File: src/rtl/vector_pkg.sv
// Shared constants and types for the vector result writer.
// A vector is split into BEATS memory words, each stored with its own address.
package vector_pkg;

  localparam int VEC_W  = 128;
  localparam int MEM_W  = 32;
  localparam int BEATS  = VEC_W / MEM_W;
  localparam int BEAT_W = (BEATS > 1) ? $clog2(BEATS) : 1;

  typedef enum logic [0:0] {
    IDLE  = 1'b0,
    WRITE = 1'b1
  } wr_state_e;

endpackage

File: src/rtl/vector_result_writer_if.sv
// Bundles the vector input handshake and the data-memory store port.
// The master side offers vectors and models memory; the slave side is the writer.
interface vector_result_writer_if
  import vector_pkg::*;
#(
  parameter int N  = VEC_W,
  parameter int W  = MEM_W,
  parameter int AW = 32
) ();

  logic          in_valid;
  logic          in_ready;
  logic [N-1:0]  in_data;
  logic [AW-1:0] in_addr;
  logic          mem_we;
  logic          mem_ready;
  logic [AW-1:0] mem_addr;
  logic [W-1:0]  mem_wdata;
  logic          busy;
  logic          done;

  modport master (
    output in_valid, in_data, in_addr, mem_ready,
    input  in_ready, mem_we, mem_addr, mem_wdata, busy, done
  );

  modport slave (
    input  in_valid, in_data, in_addr, mem_ready,
    output in_ready, mem_we, mem_addr, mem_wdata, busy, done
  );

endinterface

File: src/rtl/vector_result_writer.sv
// Stores one N-bit ALU result vector as N/W consecutive W-bit memory beats.
// All store-port outputs come from flops, so in_* never reaches mem_* combinationally.
module vector_result_writer
  import vector_pkg::*;
#(
  parameter int N  = VEC_W,
  parameter int W  = MEM_W,
  parameter int AW = 32
) (
  input  logic                  clk,
  input  logic                  rst,
  vector_result_writer_if.slave bus
);

  localparam int            NB         = N / W;
  localparam int            CW         = (NB > 1) ? $clog2(NB) : 1;
  localparam logic [CW-1:0] LAST_BEAT  = CW'(NB - 1);
  localparam logic [AW-1:0] BEAT_BYTES = AW'(W / 8);

  wr_state_e     state_q, state_d;
  logic [CW-1:0] beat_q, beat_d;
  logic [CW-1:0] beat_nx;
  logic [N-1:0]  data_q, data_d;
  logic [AW-1:0] base_q, base_d;
  logic          mem_we_q, mem_we_d;
  logic [AW-1:0] mem_addr_q, mem_addr_d;
  logic [W-1:0]  mem_wdata_q, mem_wdata_d;
  logic          busy_q, busy_d;
  logic          done_q, done_d;

  // Next-state and next-output computation; outputs are precomputed one cycle ahead
  always_comb begin
    state_d     = state_q;
    beat_d      = beat_q;
    data_d      = data_q;
    base_d      = base_q;
    mem_we_d    = mem_we_q;
    mem_addr_d  = mem_addr_q;
    mem_wdata_d = mem_wdata_q;
    busy_d      = busy_q;
    done_d      = 1'b0;
    beat_nx     = beat_q + CW'(1);

    case (state_q)
      IDLE: begin
        if (bus.in_valid) begin
          state_d     = WRITE;
          data_d      = bus.in_data;
          base_d      = bus.in_addr;
          beat_d      = '0;
          mem_we_d    = 1'b1;
          busy_d      = 1'b1;
          mem_addr_d  = bus.in_addr;
          mem_wdata_d = bus.in_data[W-1:0];
        end else begin
          mem_we_d    = 1'b0;
          busy_d      = 1'b0;
          mem_addr_d  = '0;
          mem_wdata_d = '0;
        end
      end
      WRITE: begin
        if (bus.mem_ready) begin
          if (beat_q == LAST_BEAT) begin
            state_d     = IDLE;
            beat_d      = '0;
            mem_we_d    = 1'b0;
            busy_d      = 1'b0;
            mem_addr_d  = '0;
            mem_wdata_d = '0;
            done_d      = 1'b1;
          end else begin
            beat_d      = beat_nx;
            // Address arithmetic is deliberately modulo 2^AW
            mem_addr_d  = base_q + (AW'(beat_nx) * BEAT_BYTES);
            mem_wdata_d = data_q[beat_nx*W +: W];
          end
        end else begin
          state_d = WRITE;
        end
      end
      default: begin
        state_d     = IDLE;
        beat_d      = '0;
        mem_we_d    = 1'b0;
        busy_d      = 1'b0;
        mem_addr_d  = '0;
        mem_wdata_d = '0;
      end
    endcase
  end

  // State and output registers with synchronous reset
  always_ff @(posedge clk) begin
    if (rst) begin
      state_q     <= IDLE;
      beat_q      <= '0;
      data_q      <= '0;
      base_q      <= '0;
      mem_we_q    <= 1'b0;
      mem_addr_q  <= '0;
      mem_wdata_q <= '0;
      busy_q      <= 1'b0;
      done_q      <= 1'b0;
    end else begin
      state_q     <= state_d;
      beat_q      <= beat_d;
      data_q      <= data_d;
      base_q      <= base_d;
      mem_we_q    <= mem_we_d;
      mem_addr_q  <= mem_addr_d;
      mem_wdata_q <= mem_wdata_d;
      busy_q      <= busy_d;
      done_q      <= done_d;
    end
  end

  assign bus.in_ready  = (state_q == IDLE) && !rst;
  assign bus.mem_we    = mem_we_q;
  assign bus.mem_addr  = mem_addr_q;
  assign bus.mem_wdata = mem_wdata_q;
  assign bus.busy      = busy_q;
  assign bus.done      = done_q;

endmodule

File: src/flat_wrapper.sv
// flat-port wrapper written by rule: the top's interface ports become plain ports
module vector_result_writer_flat import vector_pkg::*;
#(
  parameter int N  = VEC_W,
  parameter int W  = MEM_W,
  parameter int AW = 32
)
  (clk, rst, bus_in_valid, bus_in_data, bus_in_addr, bus_mem_ready, bus_in_ready, bus_mem_we, bus_mem_addr, bus_mem_wdata, bus_busy, bus_done);
  vector_result_writer_if #(.N(N), .W(W), .AW(AW)) bus_i ();
  input  logic clk;
  input  logic rst;
  input wire logic [$bits(bus_i.in_valid)-1:0] bus_in_valid;
  input wire logic [$bits(bus_i.in_data)-1:0] bus_in_data;
  input wire logic [$bits(bus_i.in_addr)-1:0] bus_in_addr;
  input wire logic [$bits(bus_i.mem_ready)-1:0] bus_mem_ready;
  output wire logic [$bits(bus_i.in_ready)-1:0] bus_in_ready;
  output wire logic [$bits(bus_i.mem_we)-1:0] bus_mem_we;
  output wire logic [$bits(bus_i.mem_addr)-1:0] bus_mem_addr;
  output wire logic [$bits(bus_i.mem_wdata)-1:0] bus_mem_wdata;
  output wire logic [$bits(bus_i.busy)-1:0] bus_busy;
  output wire logic [$bits(bus_i.done)-1:0] bus_done;
  assign bus_i.in_valid = bus_in_valid;
  assign bus_i.in_data = bus_in_data;
  assign bus_i.in_addr = bus_in_addr;
  assign bus_i.mem_ready = bus_mem_ready;
  assign bus_in_ready = bus_i.in_ready;
  assign bus_mem_we = bus_i.mem_we;
  assign bus_mem_addr = bus_i.mem_addr;
  assign bus_mem_wdata = bus_i.mem_wdata;
  assign bus_busy = bus_i.busy;
  assign bus_done = bus_i.done;
  vector_result_writer #(.N(N), .W(W), .AW(AW)) u_core (.clk(clk), .rst(rst), .bus(bus_i));
endmodule
File: config.mk
export PLATFORM = sky130hd
export DESIGN_NAME = vector_result_writer_flat
export DESIGN_NICKNAME = d
export VERILOG_FILES = /design/src/rtl/vector_pkg.sv /design/src/rtl/vector_result_writer_if.sv /design/src/rtl/vector_result_writer.sv /design/src/flat_wrapper.sv
export SDC_FILE = /design/constraint.sdc
export NUM_CORES = 1
export LEC_CHECK = 0
export ABC_AREA = 1
export CORE_MARGIN = 1
export CORE_UTILIZATION = 30
export CTS_CLUSTER_SIZE = 14
export DETAILED_ROUTE_END_ITERATION = 8
export GPL_TIMING_DRIVEN = 0
export PLACE_DENSITY = 0.54
export SYNTH_ARGS = -nofsm -noshare
export SYNTH_HDL_FRONTEND = slang
export SYNTH_SLANG_ARGS = --single-unit
export TNS_END_PERCENT = 10
File: constraint.sdc
create_clock -name clk -period 3.4 [get_ports clk]
set_input_delay 0.68 -clock clk [delete_from_list [all_inputs] [get_ports clk]]
set_output_delay 0.68 -clock clk [all_outputs]
set_load 0.01 [all_outputs]
Yosys cells after proc, flatten, opt, wreduce, memory -nomap -nowiden
Index checks and enable logic that the tools add are counted.
W data, S select, Z words.
- word-level logic and storage cells: 43
- bits in writable memories: 0
- bits in registers: 229
- ROM bits: 0
- output and inout bits: 68
- input bits: 164
- latch bits: 0
- memories kept: 0
- reduce and logical (&&, ||, !) cells: 6
- magnitude comparators: 0
- eq/ne operators: 4
- multiply operators: 0
- bitwise gates (word level): 2
- mux-type cells: 20
- add/subtract/negate cells: 2
- shift operators: 1
- div/mod/pow operators: 0
- operators with widths (cell ; number):
    $mux W32 ; 6
    $pmux W32 S2 ; 2
    $shiftx A128 B8 Y32 ; 1
    $add A32 B4 Y32 ; 1
    $mux W1 ; 6
    $mux W2 ; 3
    $ne A2 B2 Y1 const B ; 3
    $reduce_and A2 Y1 ; 3
    $pmux W1 S2 ; 2
    $pmux W2 S2 ; 1
    $reduce_or A3 Y1 ; 1
    $add A2 B1 Y2 const B ; 1
    $eq A2 B2 Y1 const B ; 1
    $not A1 Y1 ; 2
    $logic_and A1 B1 Y1 ; 1
    $logic_not A1 Y1 ; 1

Longest topological paths before layout
- depth after elaboration: 5
- depth in mapped cells: 16
- gate-level depth less buffers: 13

Worst setup path after synthesis
OpenSTA, ideal clock, no wires.
- kind: reg2reg
- start point: reg u_core.beat_q[0]
- end point: reg u_core.mem_addr_q[30] (netlist: u_core.bus.mem_addr[30])
- period minus slack after synthesis: 2.325 ns
- setup time: 0.119 ns
- arrival time: 2.206 ns
- path slack: 1.075 ns
- data required time: 3.281 ns
- buffers on the path: 3
- stages on the path, launching flop included: 16
- path through: dfxtp_1 buf_2 inv_2 buf_4 buf_2 ha_1 inv_1 fa_1 inv_1 nand3_1 nor2_4 nand3_2 nor2_1 nand3b_1 nand2_1 a21oi_1
- word-level cells in the longest chain between the ends: 5
- elaborated cells between the ends (all ways): 6
- classes of those cells: add/sub (2); eq/ne (1); mux (3)
- RTL lines (element ; line ; text):
    start, declared ; vector_result_writer.sv:21 ; logic [CW-1:0] beat_q, beat_d;
    start signal, assigned ; vector_result_writer.sv:107 ; beat_q <= beat_d;
    $add A2 B1 Y2 ; vector_result_writer.sv:42 ; beat_nx = beat_q + CW'(1);
    $add A32 B4 Y32 ; vector_result_writer.sv:75 ; mem_addr_d = base_q + (AW'(beat_nx) * BEAT_BYTES);
    $mux W32 * ; vector_result_writer.sv:64 ; if (beat_q == LAST_BEAT) begin
    $mux W32 * ; vector_result_writer.sv:63 ; if (bus.mem_ready) begin
    $pmux W32 S2 * ; vector_result_writer.sv:44 ; case (state_q)
    end signal, assigned ; vector_result_writer.sv:111 ; mem_addr_q <= mem_addr_d;
    end, declared ; vector_result_writer.sv:26 ; logic [AW-1:0] mem_addr_q, mem_addr_d;
Every way passes the cells marked *; elsewhere a longest branch is shown, timed or not. The select of a mux whose other input is x is not followed.
A chain may end at the register's enable or synchronous reset.

Final worst setup path
Ends and elaborated chain as after synthesis.

==> out/metrics.cfg <==
[synthesis]
synthFlopType=dfxtp_1
yosys.cell_types.count=38
synthArstFlopShare_pct=0
yosys-top-cells-area=dfxtp_1, o21ai_0, nand2_1, a21oi_1, nor2_1
synth_top_area_cell=dfxtp_1
synth_edf_count=0
ys_ff_latch=229
avgSynthCellArea_um2=7.10
mappedNetlistNets=1577
yosysMostFrequentCell=nand2_1
synthTopCellsByCount=nand2_1, o21ai_0, dfxtp_1
synth_top_area_share_pct=45.9
synthCells=1409
synth_area_um2=10000
ys_seq_area_share_pct=45.9
yosys_warnings=0

[die]
rows=66
core_area_um2=32700
die_h_um=185
initial_core_util_pct=30.6
die-width_um=185
ios=232
die-area_um2=34100

[worst_setup_path]
cp_max_fo=10
required_ns=3.85
path_buf_inv=5
critPathMaxStageDelay_ns=0.42
start_kind=register
cp_slowest_cell=fa_1
cp_cell_sequence=buf_2 -> inv_2 -> buf_4 -> buf_2 -> ha_1 -> inv_1 -> fa_1 -> nor2_2 -> nand2_1 -> nor2_1 -> nand2_1 -> a21oi_1 -> nand2_1 -> a21oi_1
arrival_ns=3.54
crit_top_cell=nand2_1
critical_path.top_delay_family=buffers and inverters
critical_path_class=reg -> reg
setup.worst_path.end_class=register

[placement]
dp_hpwl_mm=29.2
portBuffers=230
place_inst=2081
gp_congestion=0.922

[clock_tree]
numClockSinks=229
cts_buffers=26
cts-resized-gates=0
hold_buffers=0
path_clk_slew_ns=0.06
cts_setup_buffers=0
clk_path_buf_depth=3
cts_root_buf=clkbuf_16
cts_tree=built
h-tree-depth=1
clkLatencyLatePin_ns=0.55

[layout]
layout.nets=1835
fillers=3463
fin_cells=2127
layout-drive-gt1-share_pct=6.78
areaGrowthSynthToFinish_pct=36.7

[run]
maxCapViolations=0

[timing]
timing.final.crit_share_pct=90.7
slew_headroom_pct=53.7
rsz0062_at_grt=no
tns_ns=0
fin_crit_ns=3.08
fin_hold_ws_ns=0.453
hold_viol=0
worstMarginPinSlew_ns=0.695
finalMaxSlewViolations=0
fmax_mhz=324
setup_viol=0
finalClockSkew_ns=0.0250

[power_and_ir_drop]
vdd_drop_max_mv=0.330
p_leak_nw=5.08
p_per_area_nw_per_um2=510

[drt]
postRouteAntennaNets=0
via_per_inst=4.88
vias=10400
drt_iter0_drc=666
first_pass_iters=5
wirelength_mm=38.0
drcViolationCount=0
wl_per_cell_um=17.9

[global_routing]
grt_pass1_vias=10100
track_usage_pct=22.0
antenna_found_initial=3
grt_max_degree=14
grt-ovfl-total=0
grt_first_pass_wirelength_mm=57.4

[run_status]
status=finished clean

[hold_path]
hp-class=reg -> reg

[stage by stage]
stage | utilization (%) | power [mW] | cell area [um2] | setup WS [ns]
after CTS | 41.8 | 7.01 | 13700 | 0.365
final | 41.8 | 6.96 | 13700 | 0.317
after floorplan | - | 3.68 | 10000 | 1.08
after global placement | 39.3 | 4.31 | 12900 | 0.409
after detailed placement | 39.3 | 4.32 | 12900 | 0.417
after global routing | 41.8 | 7.27 | 13700 | 0.0615
[cells in the final DEF (no fill, tap or decap), drive strengths merged]
cell type      count
nand2            251
nor2             223
o211ai             3
fa                 1
o221ai             1
diode              3
dfxtp            229
or2                6
buf               43
a21o               1
nand3             31
nand4              2
and2               1
a31oi             44
nor4               1
o21bai             2
o21ai            260
clkinv             2
nor3               1
clkdlybuf4s50    230
ha                 3
a21oi            171
nand3b             3
o22ai              3
inv               67
clkbuf           103
[worst reg2reg max path, stage by stage, from the launching register on]
cell	delay (ns)
dfxtp_1	0.31
buf_2	0.20
inv_2	0.13
buf_4	0.20
buf_2	0.26
ha_1	0.27
inv_1	0.07
fa_1	0.42
nor2_2	0.25
nand2_1	0.14
nor2_1	0.28
nand2_1	0.11
a21oi_1	0.14
nand2_1	0.09
a21oi_1	0.13
[sequential cells by signal, summed over array words and instances, names as in the netlist]
register	flops
u_core.data_q	128
u_core.base_q	32
u_core.bus.mem_addr	32
u_core.bus.mem_wdata	32
u_core.beat_q	2
u_core.bus.done	1
u_core.bus.mem_we	1
u_core.state_q	1
[routing by layer]
layer	up-vias	GRT usage, %	part of all wire [%]
met5	-	0	0
met4	0	5.97	2.0
met3	45	3.20	5.3
met2	291	35.3	45
met1	4826	30.7	48
li1	5210	-	-
[power breakdown]
part / switching, mW / total [mW] / internal [mW]
Clock: 1.13 / 2.70 / 1.57
Sequential: 0.127 / 3.03 / 2.90
Combinational: 0.697 / 1.24 / 0.539
[cells by family (layout without fill, tap and decap cells)]
logic type	Yosys count	count (layout)	synth area share, %
fa+ha+maj	4	4	0.576
flops	229	229	45.9
simple gates	519	519	21.3
other cells	0	3	0
compound gates	485	485	25.2
buf+inv	172	445	7.06
[worst paths after layout]
path              slack (ns)                              endpoint  cells after the start                            from
setup / recovery        0.32  u_core.bus.mem_addr[30]$_SDFFE_PP0P_                     14   u_core.beat_q[0]$_SDFFE_PP0P_
hold / removal          0.45        u_core.data_q[42]$_SDFFE_PP0P_                      2  u_core.data_q[42]$_SDFFE_PP0P_
setup reg to reg        0.32  u_core.bus.mem_addr[30]$_SDFFE_PP0P_                     14   u_core.beat_q[0]$_SDFFE_PP0P_
hold reg to reg         0.45        u_core.data_q[42]$_SDFFE_PP0P_                      2  u_core.data_q[42]$_SDFFE_PP0P_
[cell type report]
class                   instances  area [um2]  area share [%]
diodes                          3        7.51          0.0549
plain buffers                 104         450            3.30
clock buffers                  42         791            5.79
clock inverters                 1        16.3           0.119
inverters                      68         255            1.87
multi-input cells            1008        4710            34.4
flip-flops and latches        229        4580            33.5
well taps                     442         553            4.05
repair buffers                230        2300            16.8
Power figures use the tool's default switching activity.
==> patch 1: new RTL, same flow settings <==
The package constant `MEM_W` goes from 32 to 16.
--- a/src/rtl/vector_pkg.sv
+++ b/src/rtl/vector_pkg.sv
@@ -4,5 +4,5 @@
 
   localparam int VEC_W  = 128;
-  localparam int MEM_W  = 32;
+  localparam int MEM_W  = 16;
   localparam int BEATS  = VEC_W / MEM_W;
   localparam int BEAT_W = (BEATS > 1) ? $clog2(BEATS) : 1;
Interface: changed (resized bus_mem_wdata); port bits go from 232 to 216. No check against the original RTL was run, so the function may have changed too.
==> patch 1 against the unedited design <==
Sequential cell count shrank 15; final cell count decreased by 3.6%; setup slack improved by 0.14 ns; area after synthesis decreased by 2.7%; combinational power decreased by 13%; utilization up 0.23 points; power hardly changed; cell area is 2.5% lower; wire length grew 0.47%; worst hold slack improved by 0.0012 ns; fmax is 4.9% higher; non-clock buffer count decreased by 22; critical endpoint is now u_core.bus.mem_addr[25]; highest routed layer unchanged.
==> patch 1: results (changes against the unedited design) <==
yosys:
  postSynthAreaPerCell_um2: 7.01  # -1.2%
  synth_common_cells: "nand2_1 (235), dfxtp_1 (214), o21ai_0 (186)"
  synthesis.nets: 1557  # -1.3%
  synth_compound_area_share_pct: 24.1  # -1.1 points
  synth-adder-area-share_pct: 0.849  # +0.27 points
  synthXorXnorAreaFrac_pct: 0  # unchanged
  synth_seq_area_share_pct: 44.0  # -1.8 points
  synthTopCellsByArea: "dfxtp_1 (44%), o21ai_0 (9.6%), nand2_1 (9.1%)"
  yosysUniqueCellTypes: 29  # -24%
cells_and_area:
  nNetsFinal: 1799  # -2.0%
  drive_gt1_share_pct: 6.85  # +0.075 points
  num-fill-cells: 3323  # -4.0%
  antenna_cells: 0  # -3
  instances_no_fill: 2051  # -3.6%
  largest_reg_flops: 128  # unchanged
clocking:
  cts_root_buf: "clkbuf_16"
  insertion_delay_ns: 0.53  # -0.02 ns
  htree_levels: 1  # unchanged
run_status:
  outcome: "finished clean"
routing:
  drt_wl_total_mm: 38.2  # +0.47%
  vias_per_cell: 5.04  # +3.3%
  drt_iter0_drc: 894  # +34%
worst_setup_path:
  cp-startpoint: "u_core.beat_q[0]"
  cp.arrival_ns: 3.35  # -0.19 ns
  worstSetupEndpoint: "u_core.bus.mem_addr[25]"
  worstPathMaxFanout: 10  # unchanged
  r2r_cells: 13  # -1
  cpPeakStageDelay_ns: 0.44  # +0.02 ns
  cp_top_family: "simple AND/OR/NAND/NOR gates"
grt:
  grt_pass1_wl_mm: 58.3  # +1.4%
  use_met2_pct: 35.2  # -0.088 points
  grt_usage_pct: 22.9  # +0.82 points
  grt_util_met3_pct: 3.97  # +0.77 points
  use_met1_pct: 32.9  # +2.2 points
  grt_pass1_vias: 9981  # -1.1%
  antenna_found_initial: 0  # -3
  grt_max_degree: 13  # -1
min_path:
  holdPathStages: 2  # unchanged
  min_from: "u_core.data_q[99]"
  min_to: "u_core.data_q[99]"
  min-delay-path-class: "reg -> reg"
pwr:
  vdd_drop_max_mv: 0.365  # +11%
  p_leak_nw: 4.99  # -1.9%
timing:
  setup_slack_ns: 0.461  # +0.145 ns
  slew_headroom_pct: 49.4  # -4.3 points
  fin_worst_skew_ns: 0.00971  # -0.0153 ns
  whs_ns: 0.454  # +0.00116 ns
place:
  dpl_cell_area_mm2: 0.0124  # -3.7%
  port_buffers: 214  # -7.0%
  dp_hpwl_mm: 29.5  # +1.1%
  dpl_worst_slack_ns: 0.571  # +0.153 ns
  gp_congestion: 0.931  # +0.97%
  placed_cells: 2003  # -3.7%
patch 1: cell count changes after synthesis, sizes merged, moves of 3 or more:
cell / before / now
or2: 6 / 2
o211ai: 3 / 47
nand2: 251 / 242
buf: 43 / 39
dfxtp: 229 / 214
o21ai: 260 / 192
o22ai: 3 / 0
nand3: 31 / 86
inv: 67 / 104
nor2: 223 / 191
a31oi: 44 / 25
patch 1: area by class of cell:
class	count	area (um2)	share of cell area (%)
tap	402	503	3.77
clock buffer	37	793	5.95
clock inverter	11	164	1.23
sequential	214	4280	32.1
timing repair buffer	214	2140	16.1
buffer	98	418	3.13
multi-input combinational	970	4630	34.7
inverter	105	394	2.96
patch 1: where the power goes:
group / internal [W] / total (W) / switching, W
clock: 0.00192 / 0.00305 / 0.00113
combinational: 0.000470 / 0.00108 / 0.000607
sequential: 0.00271 / 0.00284 / 0.000124
patch 1: per-layer routing:
metal / share of wire (%) / vias up
met5: 0 / -
met4: 2.3 / 0
met3: 6.8 / 45
met2: 43 / 346
met1: 48 / 4816
li1: - / 5125
==> patch 2: new RTL, config.mk and constraints unchanged <==
Made on the original files. Reset style: asynchronous (`rst`), changed in one clocked block. Comments in the files are not updated.
--- a/src/rtl/vector_result_writer.sv
+++ b/src/rtl/vector_result_writer.sv
@@ -92,5 +92,5 @@
 
   // State and output registers with synchronous reset
-  always_ff @(posedge clk) begin
+  always_ff @(posedge clk or posedge rst) begin
     if (rst) begin
       state_q     <= IDLE;
Behaviour: differs if rst is asserted again (counterexample within 4 cycles, from zero or initial values and one cycle with rst high); with rst held inactive, the same outputs for 4 cycles.
==> patch 2 against the unedited design <==
Sequential cell count is the same; cell area grew 7.9%; area after synthesis grew 7.7%; worst hold slack gained 0.022 ns; via count shrank 2.9%; non-clock buffer count shrank 18; critical path depth shrank 2; setup slack gained 0.15 ns; fmax grew 5.0%; first-iteration DRC count shrank 13%; sequential share of layout area grew 5.3 points; wire length shrank 0.11%; critical endpoint is now u_core.bus.mem_addr[28].
Power is not compared: it rests on default switching activity, and its combinational part moved more than twofold at a synthesized area within 25%.
==> patch 2: results (changes against the unedited design) <==
grt:
  grt_max_degree: 41  # +27
  antenna_found_initial: 9  # +6
  grt_util_met3_pct: 3.69  # +0.49 points
  use_met2_pct: 35.0  # -0.30 points
  use_met1_pct: 27.7  # -3.0 points
run_status:
  outcome: "finished clean"
worst_setup_path:
  r2r_cells: 12  # -2
  cp-startpoint: "u_core.beat_q[0]"
  cpPeakStageDelay_ns: 0.48  # +0.06 ns
  worstSetupEndpoint: "u_core.bus.mem_addr[28]"
  r2r_slack_ns: 0.46  # +0.15 ns
routing:
  wl_met1_mm: 16.9  # -7.5%
  drt_iter0_drc: 579  # -13%
  drt_wl_total_mm: 38.0  # -0.11%
  wl_met3_mm: 2.44  # +21%
  wl_met2_mm: 17.9  # +5.1%
place:
  dp_hpwl_mm: 28.6  # -1.9%
  port_buffers: 231  # +0.43%
  dpl_cell_area_mm2: 0.0138  # +7.2%
timing:
  whs_ns: 0.476  # +0.0224 ns
  fin_worst_skew_ns: 0.0126  # -0.0124 ns
yosys:
  synth_seq_area_share_pct: 53.2  # +7.4 points
  synthTopCellsByArea: "dfrtp_1 (53%), nand2_1 (17%), o21ai_0 (6.0%)"
  synth_common_cells: "nand2_1 (478), dfrtp_1 (229), o21ai_0 (130)"
  postSynthAreaPerCell_um2: 7.88  # +11%
  synthFlopType: "dfrtp_1"
==> patch 2: changes by cell type after synthesis, moves of 6 or more <==
cell	delta
nand3_1	+10
nand2_1	+231
dfrtp_1	+229
clkbuf_1	-35
dfxtp_1	-229
nor2_1	-82
a21oi_1	-96
buf_6	+6
o21ai_1	+21
inv_1	+26
o21ai_0	-109
==> patch 2: worst min path at each step <==
| stage | endpoint | startpoint | cells after the start |
|---|---|---|---|
| floorplan | u_core.data_q[127] | u_core.data_q[127] | 2 |
| global placement | u_core.data_q[34] | u_core.data_q[34] | 2 |
| detailed placement | u_core.data_q[61] | u_core.data_q[61] | 2 |
| CTS | u_core.data_q[40] | u_core.data_q[40] | 2 |
| global route | u_core.data_q[62] | u_core.data_q[62] | 2 |
| finish | u_core.data_q[58] | u_core.data_q[58] | 2 |
==> patch 2: area by class of cell <==
type | count | area, um2 | share of cell area, %
Inverter | 91 | 345 | 2.34
Sequential cell | 229 | 5730 | 38.8
Clock inverter | 11 | 176 | 1.20
Timing Repair Buffer | 237 | 2430 | 16.5
Antenna cell | 3 | 7.51 | 0.0509
Multi-Input combinational cell | 967 | 4290 | 29.1
Clock buffer | 40 | 786 | 5.33
Tap cell | 461 | 577 | 3.91
Buffer | 79 | 409 | 2.77
==> patch 2: logic make-up after synthesis <==
kind of cell | Yosys count | share of synthesized area [%]
DFF | 229 | 53.2
AOI/OAI and AO/OA | 294 | 14.3
buffers and inverters | 170 | 6.97
and+or+nand+nor | 669 | 24.9
adders and majority gates | 4 | 0.534
==> patch 2: worst max-delay path, delay by kind of cell, from the launching register on <==
family / cells / cell delay [ns]
AO/OA/AOI/OAI: 1 / 0.07
adder cells (fa/ha/maj): 2 / 0.73
buffers and inverters: 4 / 0.80
flip-flops: 1 / 0.39
AND/OR/NAND/NOR: 5 / 0.80
